===== config.mk =====
export PLATFORM = sky130hd
export DESIGN_NAME = mem_port_arb
export DESIGN_NICKNAME = d
export VERILOG_FILES = /design/src/rtl/mem_arb_pkg.sv /design/src/rtl/mem_port_arb_resp_tag_pipe.sv /design/src/rtl/mem_port_arb.sv
export SDC_FILE = /design/constraint.sdc
export NUM_CORES = 1
export LEC_CHECK = 0
export BUFFER_PORTS_ARGS = -buffer_cell sky130_fd_sc_hd__buf_2
export CORE_AREA = 3 3 105 107
export DETAILED_ROUTE_END_ITERATION = 8
export DIE_AREA = 0 0 108 110
export HOLD_SLACK_MARGIN = 0.06
export PLACE_DENSITY = 0.48
export SKIP_CTS_REPAIR_TIMING = 1
export SLEW_MARGIN = 20
export SYNTH_ARGS = -nofsm -noshare
export SYNTH_HDL_FRONTEND = slang
export SYNTH_SLANG_ARGS = --single-unit

===== constraint.sdc =====
create_clock -name clk -period 1.3 [get_ports clk]
set_input_delay 0.325 -clock clk [delete_from_list [all_inputs] [get_ports clk]]
set_output_delay 0.325 -clock clk [all_outputs]
set_load 0.1 [all_outputs]

===== src/rtl/mem_arb_pkg.sv =====
// Shared types for the unified-memory port arbiter: response owner tags and
// read-latency limits. The owner enum is also decoded by the trace monitor.
package mem_arb_pkg;

   typedef enum logic [1:0] {
      OWN_NONE = 2'd0,
      OWN_IF   = 2'd1,
      OWN_DRD  = 2'd2
   } owner_t;

   localparam int RD_LAT_MIN = 1;
   localparam int RD_LAT_MAX = 4;

   function automatic bit rd_lat_legal(input int lat);
      return (lat >= RD_LAT_MIN) && (lat <= RD_LAT_MAX);
   endfunction

endpackage


===== src/rtl/mem_port_arb_resp_tag_pipe.sv =====
// Owner-tag delay line matching the RAM read latency; an asynchronous reset
// drops every in-flight tag so stale read data is never flagged valid.
module resp_tag_pipe
   import mem_arb_pkg::*;
#(
   parameter int DEPTH = 1
) (
   input  logic   clk,
   input  logic   rst,
   input  owner_t tag_in,
   output owner_t tag_out
);

   owner_t stages [DEPTH];

   // NOTE: every stage is reset, not just the head; the tags are control state,
   // and a surviving tag would flag garbage RAM data as a valid response.
   always_ff @(posedge clk or posedge rst) begin
      if (rst) begin
         for (int i = 0; i < DEPTH; i++) stages[i] <= OWN_NONE;
      end else begin
         // NOTE: non-blocking assignments let each stage take its neighbour's
         // old value, so the loop order does not matter.
         stages[0] <= tag_in;
         for (int i = 1; i < DEPTH; i++) stages[i] <= stages[i-1];
      end
   end

   assign tag_out = stages[DEPTH-1];

endmodule


===== src/rtl/mem_port_arb.sv =====
// Single-port RAM arbiter: data beats fetch, reads are tagged for return.
// Optional fetch anti-starvation counter when MEM_ARB_FAIRNESS_EN is defined.
module mem_port_arb
   import mem_arb_pkg::*;
#(
   parameter int ADDR_W     = 32,
   parameter int DATA_W     = 32,
   parameter int RD_LAT     = 1,
   parameter int STARVE_MAX = 3
) (
   input  logic                clk,
   input  logic                rst,
   input  logic                if_req,
   input  logic [ADDR_W-1:0]   if_addr,
   output logic                if_gnt,
   output logic                if_rvalid,
   output logic [DATA_W-1:0]   if_rdata,
   input  logic                d_req,
   input  logic                d_we,
   input  logic [ADDR_W-1:0]   d_addr,
   input  logic [DATA_W/8-1:0] d_be,
   input  logic [DATA_W-1:0]   d_wdata,
   output logic                d_gnt,
   output logic                d_rvalid,
   output logic [DATA_W-1:0]   d_rdata,
   output logic [ADDR_W-1:0]   mem_addr,
   output logic                mem_we,
   output logic [DATA_W/8-1:0] mem_be,
   output logic [DATA_W-1:0]   mem_wdata,
   input  logic [DATA_W-1:0]   mem_rdata,
   output logic                stall
);

   if (!rd_lat_legal(RD_LAT)) begin : g_bad_rd_lat
      $error("mem_port_arb: RD_LAT must be within 1..4");
   end

   logic   fetch_force;
   owner_t tag_in;
   owner_t tag_out;

`ifdef MEM_ARB_FAIRNESS_EN
   localparam int CNT_W = (STARVE_MAX > 0) ? $clog2(STARVE_MAX + 1) : 1;

   logic [CNT_W-1:0] starve_cnt;

   assign fetch_force = (starve_cnt == CNT_W'(STARVE_MAX));

   always_ff @(posedge clk or posedge rst) begin
      if (rst) begin
         starve_cnt <= '0;
      end else if (!if_req || if_gnt) begin
         starve_cnt <= '0;
      end else if (d_req) begin
         starve_cnt <= starve_cnt + 1'b1;
      end
   end
`else
   assign fetch_force = 1'b0;
`endif

   // NOTE: every output of this block gets a default first, so no path through
   // the ifs can leave a signal unassigned and infer a latch.
   always_comb begin
      if_gnt   = 1'b0;
      d_gnt    = 1'b0;
      mem_addr = '0;
      mem_we   = 1'b0;
      mem_be   = '0;
      tag_in   = OWN_NONE;
      if (!rst) begin
         if (if_req && (fetch_force || !d_req)) begin
            if_gnt   = 1'b1;
            mem_addr = if_addr;
            mem_be   = '1;
            tag_in   = OWN_IF;
         end else if (d_req) begin
            d_gnt    = 1'b1;
            mem_addr = d_addr;
            mem_we   = d_we;
            mem_be   = d_be;
            tag_in   = d_we ? OWN_NONE : OWN_DRD;
         end
      end
   end

   // Write data is only sampled with mem_we, so it needs no steering.
   assign mem_wdata = d_wdata;
   assign stall     = if_req & ~if_gnt;

   resp_tag_pipe #(.DEPTH(RD_LAT)) u_tag_pipe (
      .clk     (clk),
      .rst     (rst),
      .tag_in  (tag_in),
      .tag_out (tag_out)
   );

   assign if_rvalid = (tag_out == OWN_IF);
   assign d_rvalid  = (tag_out == OWN_DRD);
   assign if_rdata  = mem_rdata;
   assign d_rdata   = mem_rdata;

endmodule

==> run summary, run 1 <==
Die Wd -> 108 um
Post-DR wirelength/cell -> 16.4 um
Worst EP required -> 0.98 ns
WL final -> 5290 um
Initial Util -> 12.8%
Seq/Total Area, Yosys -> 3.83%
PortBufs -> 114
Arrival time at the worst endpoint -> 1.22 ns
Inserted Clock Buffers -> 3
Core Footprint -> 0.0102 mm^2
Post-route minimum period -> 1.54 ns
Area added between synthesis and finish -> 100%
Clock power frac -> 14.2%
Combinational group share of total power -> 81.9%
Antenna-violating nets left -> 0
Hold crit path type -> in2async
Post-Syn Instances -> 164
Diode count -> 0
Num ports -> 275
Max Slew Vio Count -> 0
Leak -> 1.08 nW
Hold slack -> 0.171 ns
Via count -> 1215
GRT Overall Usage -> 7.49%
DR vias/cell -> 3.77
Worst setup EP type -> output port
Overall Power -> 1.72 mW
Rows -> 37
Net Sw Frac -> 51.3%
Die Span Y -> 110 um
Pwr dens -> 659 mW/mm^2
Worst-path clk slew -> 0.03 ns
Yosys Warn Count -> 0
Share of cells above drive strength 1 -> 94.6%
Vias in the first global route -> 1279
Worst slew margin -> 89.1%
Worst Path Max Fanout -> 7
Die area -> 0.0119 mm^2
Period utilisation layout -> 119%
Psw -> 884 uW
Worst path most repeated cell -> buf_12
Critical-path cell list -> buf_8 > nor2_4 > buf_12 > clkbuf_16 > a32o_4 > buf_12
CP Class -> in2out
Setup WS post-layout -> -0.244 ns
Maximum VDD drop -> 0.000238 V
Mapped Nets -> 301
Fill cells -> 1066
Total global routing overflow -> 0
Syn Area/Cell -> 7.96 um^2
RSZ-0062 raised after global routing -> true
Commonest non-fill, non-tap cell in the layout -> buf_2
Failing checks -> setup timing
Antenna violations before repair -> 0
Setup violations, final -> 40
Internal power -> 837 uW
First-pass detailed-route iteration total -> 4
Largest net degree at the start of global routing -> 21
Clk root buf -> clkbuf_8
F_max -> 647 MHz
Iteration-0 DRC Markers -> 19
Yosys cell types -> 16
Seq cells post-synth -> 2
CP startpoint kind -> primary input
HPWL after DPL -> 4270 um
Clk sinks -> 2
Final Hold Fails -> 0
Actual slew at the worst max-slew pin -> 0.163 ns
Status -> finished with violations
GP Congestion -> 0.641
H-tree depth -> 1
Most frequent cells in the layout -> buf_2 (69), buf_12 (49), a32o_4 (28)
Layout Nets -> 325
First-pass GRT wire length -> 6960 um
Reg power frac -> 3.9%
Clock Tree Buf Depth -> 2
Crit-path slowest cell -> a32o_4
Synth Cell Area -> 0.00131 mm^2
Largest register FFs -> 2
Residual DRC -> 0
CTS tree -> yes
CP peak stage delay -> 0.31 ns
MaxCap Viol Count -> 0
[synthesized netlist by cell type]
cell type | instances | area (um^2)
buf_4 | 97 | 728
a32o_1 | 30 | 300
a21oi_1 | 5 | 25.0
buf_2 | 5 | 25.0
buf_6 | 5 | 56.3
nand2_1 | 5 | 18.8
nor2b_1 | 4 | 25.0
and2_1 | 2 | 12.5
clkbuf_1 | 2 | 7.51
dfrtp_1 | 2 | 50.1
nand2b_1 | 2 | 12.5
inv_1 | 1 | 3.75
nand3b_1 | 1 | 7.51
nor2_4 | 1 | 11.3
nor2b_4 | 1 | 13.8
o2bb2ai_1 | 1 | 8.76
[final cells by class]
type / count / area [um^2] / share of cell area, %
multi-input cells: 52 / 871 / 33.3
clock buffers: 3 / 41.3 / 1.58
inverters: 1 / 3.75 / 0.144
repair buffers: 128 / 1480 / 56.5
flip-flops and latches: 2 / 50.0 / 1.92
well taps: 136 / 170 / 6.51
[metal layers]
layer,up-vias,part of all wire (%),track usage (%)
li1,529,-,-
met1,562,33,7.64
met2,87,52,13.2
met3,37,9.8,2.33
met4,0,4.6,5.05
met5,-,0,0
[power by group through the flow]
stage | Clock (mW) | Sequential [mW] | Combinational (mW)
after global placement | 0 | 0.0681 | 1.36
final | 0.245 | 0.0676 | 1.41
after CTS | 0.255 | 0.0677 | 1.38
after floorplan | 0 | 0.0680 | 2.25
after detailed placement | 0 | 0.0683 | 1.37
after global routing | 0.264 | 0.0680 | 1.46
[worst paths after layout]
path                       start                              end  slack [ns]  cells after the start
hold / removal               rst  u_tag_pipe.tag_out[1]$_DFF_PP0_        0.17                      3
min in group clk            d_we  u_tag_pipe.tag_out[1]$_DFF_PP0_        0.28                      2
max in group asynchronous    rst  u_tag_pipe.tag_out[0]$_DFF_PP0_        1.02                      3
setup / recovery             rst                     mem_addr[29]       -0.24                      6
[critical path, delay by kind of cell]
kind | cells | cell delay, ns
AOI/OAI and AO/OA | 1 | 0.31
buffers and inverters | 4 | 0.54
and+or+nand+nor | 1 | 0.03
[logic make-up after synthesis]
kind of cell / after synthesis / share of synthesized area [%]
AND/OR/NAND/NOR: 16 / 7.76
buffers and inverters: 110 / 62.8
flip-flops: 2 / 3.83
AO/OA/AOI/OAI: 36 / 25.6
[metrics by stage]
stage | utilization, % | TNS [ns] | instance area [um^2] | setup slack (ns) | instances
6_report | 25.5 | -8.23 | 2610 | -0.244 | 322
5_1_grt | 25.5 | -9.54 | 2610 | -0.268 | 322
4_1_cts | 24.2 | -10.02 | 2480 | -0.279 | 318
3_5_place_dp | 23.8 | -9.76 | 2440 | -0.267 | 315
3_3_place_gp | 23.8 | -9.41 | 2440 | -0.261 | 315
2_1_floorplan | - | -9.23 | 1800 | -0.286 | 164
(Power assumes the default switching activity.)
==> run 2: changes to the inputs <==
Settings changed: CORE_AREA 3 3 105 107 to 2 2 107 109, DIE_AREA 0 0 108 110 to 0 0 109 111, GPL_ROUTABILITY_DRIVEN set to 1, PLACE_DENSITY 0.48 to 0.45.
==> run 2 against run 1 <==
  * The flow still finishes with violations (setup timing)
  * Core utilization is 2.3 points lower
  * Non-clock buffer count down 1
  * Via count decreased by 0.66%
  * First-iteration DRC count grew 84%
  * Die area grew 1.8%
  * Clock-buffer cell count stayed put
  * Largest power group unchanged
  * Cell count up 1.9%
  * Largest cell class unchanged
==> run summary, run 2 (same netlist as run 1, synthesis figures left out) <==
First-pass detailed-route iteration total -> 2
Pwr dens -> 743 mW/mm^2
Die Span Y -> 111 um
CP startpoint kind -> primary input
Worst slew margin -> 89.0%
WL final -> 4850 um
Largest net degree at the start of global routing -> 19
Worst path most repeated cell -> buf_12
F_max -> 636 MHz
Clk sinks -> 2
Critical-path cell list -> buf_2 > nor2_4 > buf_12 > a32o_4 > buf_12
Num ports -> 275
Hold crit path type -> in2async
M3 GR Usage -> 1.82%
Hold slack -> 0.153 ns
Maximum VDD drop -> 0.000615 V
Die Wd -> 109 um
GRT Overall Usage -> 7.34%
CP Class -> in2out
Actual slew at the worst max-slew pin -> 0.165 ns
Period utilisation layout -> 121%
GR Util met1 -> 7.89%
Antenna violations before repair -> 0
Post-DR wirelength/cell -> 14.8 um
Iteration-0 DRC Markers -> 35
Rows -> 39
Worst Path Max Fanout -> 17
CTS tree -> yes
Worst setup EP type -> output port
Largest register FFs -> 2
Clock Tree Buf Depth -> 2
Area added between synthesis and finish -> 97.1%
Grt peak-use layer -> met2
Diode count -> 0
Antenna-violating nets left -> 0
Commonest non-fill, non-tap cell in the layout -> buf_2
Clk root buf -> clkbuf_16
Failing checks -> setup timing
Crit-path slowest cell -> a32o_4
Post-route minimum period -> 1.57 ns
Total global routing overflow -> 0
Worst-path clk slew -> 0.03 ns
Setup WS post-layout -> -0.273 ns
Max Slew Vio Count -> 0
Leak -> 1.06 nW
First-pass GRT wire length -> 6950 um
Initial Util -> 11.8%
HPWL after DPL -> 3900 um
Core Footprint -> 0.0111 mm^2
Residual DRC -> 0
Crit-path leading delay family -> buffers and inverters
PortBufs -> 114
Vias in the first global route -> 1308
GR Util met2 -> 13.0%
RSZ-0062 raised after global routing -> true
Inserted Clock Buffers -> 3
Status -> finished with violations
Most frequent cells in the layout -> buf_2 (70), buf_12 (48), a32o_4 (28)
Arrival time at the worst endpoint -> 1.25 ns
Share of cells above drive strength 1 -> 94.1%
Buf/Inv on CP -> 3
Setup violations, final -> 41
H-tree depth -> 1
DR vias/cell -> 3.68
MaxCap Viol Count -> 0
Overall Power -> 1.91 mW
Final setup TNS -> -9.62 ns
Worst EP required -> 0.98 ns
Layout Nets -> 324
Die area -> 0.0121 mm^2
CP peak stage delay -> 0.23 ns
Via count -> 1207
GP Congestion -> 0.643
Final Hold Fails -> 0
## run 2: final timing paths
kind,startpoint,end,slack (ns),cells after the start
worst max-delay path,rst,mem_addr[3],-0.27,5
worst min-delay path,rst,u_tag_pipe.tag_out[0]$_DFF_PP0_,0.15,3
max in group asynchronous,rst,u_tag_pipe.tag_out[1]$_DFF_PP0_,1.03,3
min in group clk,d_we,u_tag_pipe.tag_out[1]$_DFF_PP0_,0.28,2
## run 2: final cells by class
class / instances / area (um^2)
tap: 143 / 179
fill: 1151 / 8500
multi-input combinational: 52 / 863
clock buffer: 3 / 75.1
sequential: 2 / 50.0
timing repair buffer: 127 / 1400
inverter: 1 / 3.75
## run 2: per-stage QoR
stage / setup slack (ns) / instances / util [%] / cell area, um^2
floorplan: -0.286 / 164 / - / 1800
global placement: -0.277 / 322 / 22.1 / 2450
detailed placement: -0.283 / 322 / 22.1 / 2450
CTS: -0.286 / 325 / 22.8 / 2520
global route: -0.316 / 328 / 23.2 / 2570
finish: -0.273 / 328 / 23.2 / 2570
## run 2: power by group
group	switching (mW)	total (mW)	internal, mW
clock network	0.0734	0.465	0.392
registers	0.00266	0.0678	0.0652
logic	0.827	1.38	0.554
## run 2: layer usage
metal | wire [um] | share of wire, %
met5 | 0 | 0
met4 | 160 | 3.3
met3 | 545 | 11
met2 | 2490 | 51
met1 | 1660 | 34
